==> config.mk <==
export PLATFORM = sky130hd
export DESIGN_NAME = char_sprite_fetcher
export DESIGN_NICKNAME = d
export VERILOG_FILES = /design/src/rtl/char_sprite_fetcher.sv
export SDC_FILE = /design/constraint.sdc
export NUM_CORES = 1
export LEC_CHECK = 0
export CAP_MARGIN = 20
export CORE_MARGIN = 2
export CORE_UTILIZATION = 55
export CTS_BUF_LIST = sky130_fd_sc_hd__clkbuf_2 sky130_fd_sc_hd__clkbuf_4 sky130_fd_sc_hd__clkbuf_8
export CTS_CLUSTER_SIZE = 30
export DETAILED_ROUTE_END_ITERATION = 8
export PLACE_DENSITY_LB_ADDON = 0.2
export SLEW_MARGIN = 15
export SYNTH_ARGS = -nofsm -noshare
export SYNTH_HDL_FRONTEND = slang
export SYNTH_SLANG_ARGS = --single-unit
==> constraint.sdc <==
create_clock -name i_clk -period 3.5 [get_ports i_clk]
set_input_delay 0.875 -clock i_clk [delete_from_list [all_inputs] [get_ports i_clk]]
set_output_delay 0.875 -clock i_clk [all_outputs]
set_load 0.1 [all_outputs]
==> src/rtl/char_sprite_fetcher.sv <==
// Per-pixel sprite fetch for Pac-Man and four ghosts. Positions are shadowed
// once per frame, each pixel is hit-tested against every sprite, and the ROM
// addresses are registered. Returned ROM data is remapped for ghost state,
// giving a fixed two-cycle latency.

// Bounding-box test for one 16x16 sprite. An 11-bit subtract exposes the
// borrow, so a pixel left of or above the sprite can never wrap into a hit.
module sprite_hit (
    input  logic [9:0] pix_x,
    input  logic [9:0] pix_y,
    input  logic [9:0] obj_x,
    input  logic [9:0] obj_y,
    output logic       hit,
    output logic [3:0] row,
    output logic [3:0] col
);
    logic [10:0] dx, dy;

    assign dx  = {1'b0, pix_x} - {1'b0, obj_x};
    assign dy  = {1'b0, pix_y} - {1'b0, obj_y};
    assign hit = ~dx[10] & ~dy[10] & (dx[9:4] == 6'd0) & (dy[9:4] == 6'd0);
    assign row = dy[3:0];
    assign col = dx[3:0];
endmodule

module char_sprite_fetcher #(
    parameter int ANIM_FRAMES  = 8,
    parameter int FLASH_FRAMES = 16
) (
    input  logic        i_clk,
    input  logic        i_rst_n,
    input  logic        i_pix_valid,
    input  logic [9:0]  i_pix_x,
    input  logic [9:0]  i_pix_y,
    input  logic        i_frame_start,
    input  logic [9:0]  i_pacman_x,
    input  logic [9:0]  i_pacman_y,
    input  logic [1:0]  i_pacman_dir,
    input  logic [39:0] i_ghost_x,
    input  logic [39:0] i_ghost_y,
    input  logic [3:0]  i_ghost_en,
    input  logic [3:0]  i_ghost_fright,
    input  logic [3:0]  i_ghost_eaten,
    input  logic        i_fright_ending,
    output logic [10:0] o_pac_rom_addr,
    input  logic        i_pac_rom_data,
    output logic [8:0]  o_ghost_rom_addr,
    input  logic [1:0]  i_ghost_rom_data,
    output logic        o_valid,
    output logic [3:0]  o_which_char,
    output logic [1:0]  o_data_ghost,
    output logic        o_data_pacman
);
    localparam int NUM_GHOSTS = 4;

    // Frame-stable copies of the sprite state
    logic [9:0]  sh_pac_x, sh_pac_y;
    logic [1:0]  sh_pac_dir;
    logic [39:0] sh_ghost_x, sh_ghost_y;
    logic [3:0]  sh_en, sh_fright, sh_eaten;
    logic        sh_fr_end;

    logic [15:0] anim_cnt, flash_cnt;
    logic        anim, flash;

    // vld_pipe[0]: ROM request stage, vld_pipe[1]: output stage
    logic [1:0]  vld_pipe;
    logic        s1_pac_hit, s1_g_hit, s1_fright, s1_eaten, s1_flash;
    logic [2:0]  s1_idx;

    logic                        pac_hit;
    logic [3:0]                  pac_row, pac_col;
    logic [NUM_GHOSTS-1:0]       g_raw, g_hit;
    logic [NUM_GHOSTS-1:0][3:0]  g_row, g_col;
    logic                        win_hit, win_fr, win_ea;
    logic [2:0]                  win_idx;
    logic [3:0]                  win_row, win_col;
    logic [1:0]                  g_remap;

    // Capture sprite state only on the frame pulse; that pixel still sees the old copy
    always_ff @(posedge i_clk or negedge i_rst_n) begin
        if (!i_rst_n) begin
            sh_pac_x   <= '0;
            sh_pac_y   <= '0;
            sh_pac_dir <= '0;
            sh_ghost_x <= '0;
            sh_ghost_y <= '0;
            sh_en      <= '0;
            sh_fright  <= '0;
            sh_eaten   <= '0;
            sh_fr_end  <= 1'b0;
        end else if (i_frame_start) begin
            sh_pac_x   <= i_pacman_x;
            sh_pac_y   <= i_pacman_y;
            sh_pac_dir <= i_pacman_dir;
            sh_ghost_x <= i_ghost_x;
            sh_ghost_y <= i_ghost_y;
            sh_en      <= i_ghost_en;
            sh_fright  <= i_ghost_fright;
            sh_eaten   <= i_ghost_eaten;
            sh_fr_end  <= i_fright_ending;
        end
    end

    // Animation phase toggles every ANIM_FRAMES frame pulses
    always_ff @(posedge i_clk or negedge i_rst_n) begin
        if (!i_rst_n) begin
            anim_cnt <= '0;
            anim     <= 1'b0;
        end else if (i_frame_start) begin
            if (anim_cnt == 16'(ANIM_FRAMES - 1)) begin
                anim_cnt <= '0;
                anim     <= ~anim;
            end else begin
                anim_cnt <= anim_cnt + 16'd1;
            end
        end
    end

    // Flash phase runs only once the shadowed fright-ending flag is set
    always_ff @(posedge i_clk or negedge i_rst_n) begin
        if (!i_rst_n) begin
            flash_cnt <= '0;
            flash     <= 1'b0;
        end else if (i_frame_start) begin
            if (!sh_fr_end) begin
                flash_cnt <= '0;
                flash     <= 1'b0;
            end else if (flash_cnt == 16'(FLASH_FRAMES - 1)) begin
                flash_cnt <= '0;
                flash     <= ~flash;
            end else begin
                flash_cnt <= flash_cnt + 16'd1;
            end
        end
    end

    sprite_hit u_pac_hit (
        .pix_x (i_pix_x),
        .pix_y (i_pix_y),
        .obj_x (sh_pac_x),
        .obj_y (sh_pac_y),
        .hit   (pac_hit),
        .row   (pac_row),
        .col   (pac_col)
    );

    for (genvar g = 0; g < NUM_GHOSTS; g++) begin : g_ghost
        sprite_hit u_hit (
            .pix_x (i_pix_x),
            .pix_y (i_pix_y),
            .obj_x (sh_ghost_x[10*g +: 10]),
            .obj_y (sh_ghost_y[10*g +: 10]),
            .hit   (g_raw[g]),
            .row   (g_row[g]),
            .col   (g_col[g])
        );
        assign g_hit[g] = g_raw[g] & sh_en[g];
    end

    // Lowest-numbered visible ghost wins; scanning downward lets it overwrite
    always_comb begin
        win_hit = 1'b0;
        win_idx = 3'd0;
        win_row = 4'd0;
        win_col = 4'd0;
        win_fr  = 1'b0;
        win_ea  = 1'b0;
        for (int g = NUM_GHOSTS - 1; g >= 0; g--) begin
            if (g_hit[g]) begin
                win_hit = 1'b1;
                win_idx = 3'(g + 1);
                win_row = g_row[g];
                win_col = g_col[g];
                win_fr  = sh_fright[g];
                win_ea  = sh_eaten[g];
            end
        end
    end

    // Stage 0 -> 1: register ROM addresses and per-pixel hit context
    always_ff @(posedge i_clk or negedge i_rst_n) begin
        if (!i_rst_n) begin
            vld_pipe[0]      <= 1'b0;
            s1_pac_hit       <= 1'b0;
            s1_g_hit         <= 1'b0;
            s1_idx           <= '0;
            s1_fright        <= 1'b0;
            s1_eaten         <= 1'b0;
            s1_flash         <= 1'b0;
            o_pac_rom_addr   <= '0;
            o_ghost_rom_addr <= '0;
        end else begin
            vld_pipe[0]      <= i_pix_valid;
            s1_pac_hit       <= i_pix_valid & pac_hit;
            s1_g_hit         <= i_pix_valid & win_hit;
            s1_idx           <= win_idx;
            s1_fright        <= win_fr;
            s1_eaten         <= win_ea;
            s1_flash         <= flash;
            o_pac_rom_addr   <= {sh_pac_dir, anim, pac_row, pac_col};
            o_ghost_rom_addr <= {anim, win_row, win_col};
        end
    end

    // Ghost state remap: eaten shows eyes only, frightened recolours body/pupil
    always_comb begin
        g_remap = i_ghost_rom_data;
        if (s1_eaten) begin
            if (i_ghost_rom_data == 2'd3) g_remap = 2'd0;
        end else if (s1_fright) begin
            if (i_ghost_rom_data == 2'd3)      g_remap = s1_flash ? 2'd2 : 2'd1;
            else if (i_ghost_rom_data == 2'd1) g_remap = 2'd2;
        end
    end

    // Stage 1 -> output: hit flags already include valid, so misses give zeros
    always_ff @(posedge i_clk or negedge i_rst_n) begin
        if (!i_rst_n) begin
            vld_pipe[1]   <= 1'b0;
            o_which_char  <= '0;
            o_data_ghost  <= '0;
            o_data_pacman <= 1'b0;
        end else begin
            vld_pipe[1]   <= vld_pipe[0];
            o_which_char  <= s1_g_hit ? {1'b0, s1_idx} : 4'd0;
            o_data_ghost  <= s1_g_hit ? g_remap : 2'd0;
            o_data_pacman <= s1_pac_hit & i_pac_rom_data;
        end
    end

    assign o_valid = vld_pipe[1];
endmodule

==> impl_metrics.toml, run 1 <==
[timing]
finalSetupTns_ps = -580
post-route-period-util = 1.03
rsz0062_at_grt = "true"
worstMarginPinSlew_ps = 724
timing.slew.headroom = 0.517
hold_viol_final = 0
setup_viol = 7
timing.final.ws_setup_ps = -112
max_freq_mhz = 277
min_period_ps = 3610
finalClockSkew_ps = 22.4
slew_violations = 0

[place]
post-dp-hpwl_um = 24600
place_area_mm2 = 0.0149
io_buffers = 168
finalWeightedCongestion = 0.920
dp.cells = 1844
dp_slack_ps = -1020

[global_routing]
grt_pass1_vias = 10500
antenna_found_initial = 0
grt-ovfl-total = 0
grt_max_degree = 84
grtUsageTotal = 0.295
grt_first_pass_wirelength_um = 51600

[worst_hold_path]
hold_path_class = "reg -> reg"
min_from = "vld_pipe[0]"
whs_endpoint = "o_valid"
hold_depth = 0

[logic_synthesis]
synth.top_cell.area_share = 0.395
yosysWarnings = 0
synth_top_cell_by_area = "dfrtp_1"
synthFlopType = "dfrtp_1"
ys_ff_latch = 184
yosys-top-cells-area = "dfrtp_1 (40%), ha_1 (11%), o21ai_0 (6.1%)"
syn_inst = 1268
syn_nets = 1522
ys_types = 67
synth_edf_count = 0
async_reset_ff_frac = 1.00
avgSynthCellArea_um2 = 9.19
ys_seq_area_frac = 0.395
synth_area_mm2 = 0.0117

[setup_path]
cp-end-kind = "register"
critical-path-top-delay-family = "compound AO/OA/AOI/OAI gates"
r2r-end = "o_ghost_rom_addr[7]"
worstSetupStartpointType = "input pin"
cp.required_ps = 3870
r2r_setup_slack_ps = -60
critPathMaxFanout = 7
worstSetupStartpoint = "i_pix_y[5]"
arrival_ps = 3980
r2r-start = "sh_ghost_y[11]"
reg2regPathDepth = 13
crit_type = "in -> reg"
worstPathCellList = "dlygate4sd2_1 -> buf_6 -> ha_4 -> buf_6 -> nand2_2 -> nand2_2 -> a21oi_2 -> o21ai_2 -> or3_1 -> a2111o_1 -> a2111oi_4 -> clkbuf_16 -> mux2_4 -> mux2_4"
cp_num_buf_inv = 4
slowest_stage = "a2111o_1"
slowest_delay_ps = 460

[cts]
clk_pin_slew_ps = 110
cts_tree = "done"
clock-root-buffer = "clkbuf_8"
max-clock-path-buffers = 2
cts_max_level = 4
postCtsHoldBufs = 0
clock_latency_ps = 490
cts_made_buffers = 17
clkSinkCount = 184

[final_layout]
n_antenna_cell = 0
nets = 1854
mostFrequentLayoutCells = "buf_4 (197), dfrtp_1 (184), nand2_1 (139), o21ai_0 (132), inv_1 (122)"
area_growth_pct = 35.8
instances_no_fill = 1888
fin_util = 0.757
drive_gt1_frac = 0.234
final_common_cell = "buf_4"
final_cell_area_mm2 = 0.0158

[outcome]
run_status = "finished, violations left"
violations = "negative setup slack"

[drt]
ant_nets = 0
avgViaCountPerCell = 5.56
drtPass1Iterations = 6
wl_um = 32100
wire_per_inst_um = 17.0
vias = 10500
drtIter0Drc = 638
drc_errors = 0

[floorplanning]
floorplan.initialDensity = 0.558
die_y_um = 150
die_x_um = 150
die_area_mm2 = 0.0224
row_count = 53
ios = 170
core_area_mm2 = 0.0209

[pwr]
powerDensity_mw_per_mm2 = 404
cellLeakagePower_nw = 7.45
ir_drop_uv = 309

[job]
maxCapViolations = 0
==> cell families (layout without fill, tap and decap cells) <==
| group | Yosys count | in the layout | synth area share |
|---|---|---|---|
| buf+inv | 165 | 510 | 0.0547 |
| fa+ha+maj | 112 | 112 | 0.127 |
| simple gates | 378 | 378 | 0.156 |
| other cells | 1 | 1 | 0.000322 |
| flops | 184 | 184 | 0.395 |
| mux | 69 | 69 | 0.0643 |
| compound gates | 304 | 304 | 0.161 |
| xor+xnor | 55 | 55 | 0.0413 |
==> sequential cells by signal (all words and copies together) (netlist names), 2 cells and up <==
register,flops
anim_cnt,16
flash_cnt,16
o_data_ghost,2
o_ghost_rom_addr,8
o_pac_rom_addr,11
o_which_char,3
s1_idx,3
sh_eaten,4
sh_en,4
sh_fright,4
sh_ghost_x,40
sh_ghost_y,40
sh_pac_dir,2
sh_pac_x,10
sh_pac_y,10
==> report_power, final <==
| group | internal [mW] | total [mW] | switching (mW) | leakage (nW) |
|---|---|---|---|---|
| clock network | 0.634 | 1.60 | 0.963 | 0.223 |
| registers | 2.32 | 2.44 | 0.117 | 2.30 |
| logic | 1.04 | 2.35 | 1.31 | 4.93 |
| total | 4.00 | 6.39 | 2.39 | 7.45 |
==> repair_timing <==
action / in CTS / in global routing
pin swaps: 37 / 22
gates resized for setup: 98 / 35
buffers inserted: 10 / 2
setup endpoints to repair: 14 / 12
==> worst max path at each step <==
| stage | to | cells after the start |
|---|---|---|
| after floorplan | o_ghost_rom_addr[0] | 13 |
| after global placement | o_ghost_rom_addr[4] | 13 |
| after detailed placement | o_ghost_rom_addr[5] | 13 |
| after CTS | o_ghost_rom_addr[7] | 13 |
| after global routing | o_ghost_rom_addr[4] | 14 |
| final | o_ghost_rom_addr[7] | 14 |
==> synth_stat cells (13+ instances only) <==
master,instances
dfrtp_1,184
nand2_1,143
o21ai_0,141
inv_1,126
ha_1,102
nor2_1,71
a21oi_1,45
mux2_2,43
nand3_1,32
xnor2_1,29
clkbuf_1,27
xor2_1,26
mux2i_1,25
nor2b_1,23
nand2b_1,21
o21a_1,20
nor3_1,16
a21o_1,15
nand4_1,13
==> layer usage <==
metal	global-route usage	routed length, µm	vias to the layer above
li1	-	-	5078
met4	0.0805	638	0
met3	0.0436	1790	39
met2	0.493	15200	288
met5	0	0	-
met1	0.401	14500	5084
==> per-stage QoR <==
step	total power [mW]	hold WS (ps)
after floorplan	3.81	331
after global placement	4.63	343
after detailed placement	4.68	348
after CTS	6.35	373
after global routing	6.73	393
final	6.39	380
==> cell type report <==
cell class / instances / area [µm²]
Fill cell: 1538 / 5070
Multi-Input combinational cell: 919 / 6870
Timing Repair Buffer: 352 / 3070
Inverter: 126 / 477
Clock buffer: 17 / 234
Sequential cell: 184 / 4600
Tap cell: 275 / 344
Clock inverter: 15 / 220
(Power assumes the default switching activity.)
==> inputs of run 2 (changes only) <==
- DONT_BUFFER_PORTS: not set -> 1
- clock period: 3.5 -> 2.9 ns (I/O delays scaled with it)
==> run 2 against run 1 <==
The flow finishes with violations (negative hold slack, negative setup slack). Design area down 9.4%. First-iteration DRC count down 3.8%. Worst hold slack worse by 440 ps. Utilization down 7.1 points. Total power up 14%. Non-clock buffer count down 146. Clock skew down 5.4 ps. Clock-buffer cell count up 1. Sequential share of layout area up 3.0 points. Global-route usage down 1.4 points. Flip-flop and latch count unchanged. Via count down 8.4%. Critical endpoint is now s1_fright.
==> impl_metrics.toml, run 2 (synthesis gave the netlist of run 1 again) <==
[pwr]
swShare = 0.363
switchingPower_mw = 2.65
pwr-share-seq = 0.447
ir_drop_uv = 361
powerDensity_mw_per_mm2 = 509
pwr-share-clk = 0.251
power.total_mw = 7.30
p_int_mw = 4.65
cellLeakagePower_nw = 6.84
power_frac_comb = 0.302

[drt]
wire_per_inst_um = 17.7
avgViaCountPerCell = 5.51
drtPass1Iterations = 8
vias = 9603
drc_errors = 0
ant_nets = 0
wl_um = 30900
drtIter0Drc = 614

[setup_path]
crit_type = "in -> reg"
worstSetupStartpointType = "input pin"
cp-end-kind = "register"
reg2regPathDepth = 12
critPathMaxFanout = 6
cp.required_ps = 3250
r2r_setup_slack_ps = -410
r2r-start = "sh_ghost_y[10]"
r2r-end = "s1_fright"
arrival_ps = 3730

[outcome]
violations = "negative hold slack, negative setup slack"
run_status = "finished, violations left"

[global_routing]
grt_pass1_vias = 9619
grt-ovfl-total = 0
grtUsageTotal = 0.281
grt_use_met1 = 0.378
grt_max_degree = 220
antenna_found_initial = 1
globalRoute.busiestLayer = "met2"
grt_util_met2 = 0.453
grt_first_pass_wirelength_um = 48800
globalRouteMet3Util = 0.0637

[floorplanning]
die_area_mm2 = 0.0224
row_count = 53
die_y_um = 150
floorplan.initialDensity = 0.558
ios = 170
core_area_mm2 = 0.0209
die_x_um = 150

[timing]
whs_ps = -60.3
timing.final.ws_setup_ps = -475
setup_viol = 14
finalClockSkew_ps = 16.9
slew_violations = 0
timing.slew.headroom = 0.367
worstMarginPinSlew_ps = 952
max_freq_mhz = 296
min_period_ps = 3380
post-route-period-util = 1.16
hold_viol_final = 60
rsz0062_at_grt = "true"

[cts]
cts_max_level = 4
clk_pin_slew_ps = 110
cts_made_buffers = 17
cts_tree = "done"
clkSinkCount = 184
clock_latency_ps = 480
clock-root-buffer = "clkbuf_8"
max-clock-path-buffers = 2

[worst_hold_path]
hold_path_class = "in -> async"

[final_layout]
fin_util = 0.686
area_growth_pct = 23.1
n_antenna_cell = 0
nets = 1708
reg_top3 = "sh_ghost_x x40, sh_ghost_y x40"
mostFrequentLayoutCells = "buf_4 (192), dfrtp_1 (183), nand2_1 (142), o21ai_0 (132), inv_1 (119)"
final_common_cell = "buf_4"
drive_gt1_frac = 0.243

[place]
finalWeightedCongestion = 0.942
io_buffers = 0
post-dp-hpwl_um = 22900

[job]
maxCapViolations = 0
[run 2: cell types whose count changed in the layout (fill, tap and decap cells not counted), moves of 5 or more]
cell             before  now
a21oi_1              36   41
ha_1                 81   92
buf_4               197  192
a21oi_2               8    3
ha_4                 13    6
clkdlybuf4s50_1     120    0
dlygate4sd2_1        11    0
[run 2: power groups by stage]
stage	Clock [mW]	Sequential (mW)	Combinational [mW]
after floorplan	0	3.22	1.38
after global placement	0	3.31	1.98
after detailed placement	0	3.31	2.02
after CTS	1.88	3.26	2.09
after global routing	1.99	3.29	2.44
final	1.83	3.26	2.20
[run 2: area by class of cell]
| type | instances | area, µm² |
|---|---|---|
| Sequential cell | 184 | 4610 |
| Multi-Input combinational cell | 919 | 6850 |
| Clock inverter | 14 | 183 |
| Clock buffer | 18 | 241 |
| Timing Repair Buffer | 206 | 1640 |
| Fill cell | 1652 | 6550 |
| Tap cell | 275 | 344 |
| Inverter | 126 | 480 |
[run 2: through the flow]
step / instances / setup TNS, ps / cell area, µm² / setup slack (ps) / hold slack (ps)
after floorplan: 1268 / -6490 / 11800 / -556 / 331
after global placement: 1692 / -11370 / 13400 / -885 / 332
after detailed placement: 1692 / -12730 / 13400 / -1000 / 354
after CTS: 1737 / -3580 / 14100 / -354 / -94.1
after global routing: 1742 / -6430 / 14300 / -564 / -104
final: 1742 / -4990 / 14300 / -475 / -60.3
[run 2: repair_timing]
item | CTS | global route
hold endpoints to repair | 184 | 184
gates resized for setup | 43 | 41
buffers inserted | 14 | 5
setup endpoints to repair | 14 | 15
pin swaps | 18 | 14
[run 2: worst max-delay path by stage]
stage | start | slack (ps) | to | cells after the start
CTS | sh_ghost_y[15] | -350 | s1_eaten | 13
finish | i_pix_y[0] | -480 | s1_fright | 14
global route | i_pix_y[0] | -560 | o_ghost_rom_addr[1] | 15
detailed placement | i_pix_y[0] | -1000 | o_ghost_rom_addr[0] | 16
floorplan | i_pix_y[5] | -560 | o_ghost_rom_addr[0] | 13
global placement | i_pix_x[0] | -880 | s1_eaten | 15
[run 2: layer usage]
layer	routed length, µm	share of wire
met1	14000	0.45
met2	14500	0.47
met3	1760	0.057
met4	630	0.020
met5	5	0.00016
[run 2: worst max-delay path: stages]
cell and delay, ps:
clkinvlp_4 100, buf_6 150, ha_1 270, fa_2 390
nor2b_2 130, o21ai_1 70, nand2b_1 140, a31oi_4 130
o31ai_2 260, nand4_1 170, a2111oi_4 390, clkbuf_16 230
mux2_4 300, mux2_4 260
==> inputs of run 3 (changes only) <==
- SETUP_SLACK_MARGIN: not set -> 0.05
==> results of run 3 <==
No change in the layout: final DEF, timing and power equal those of run 2.
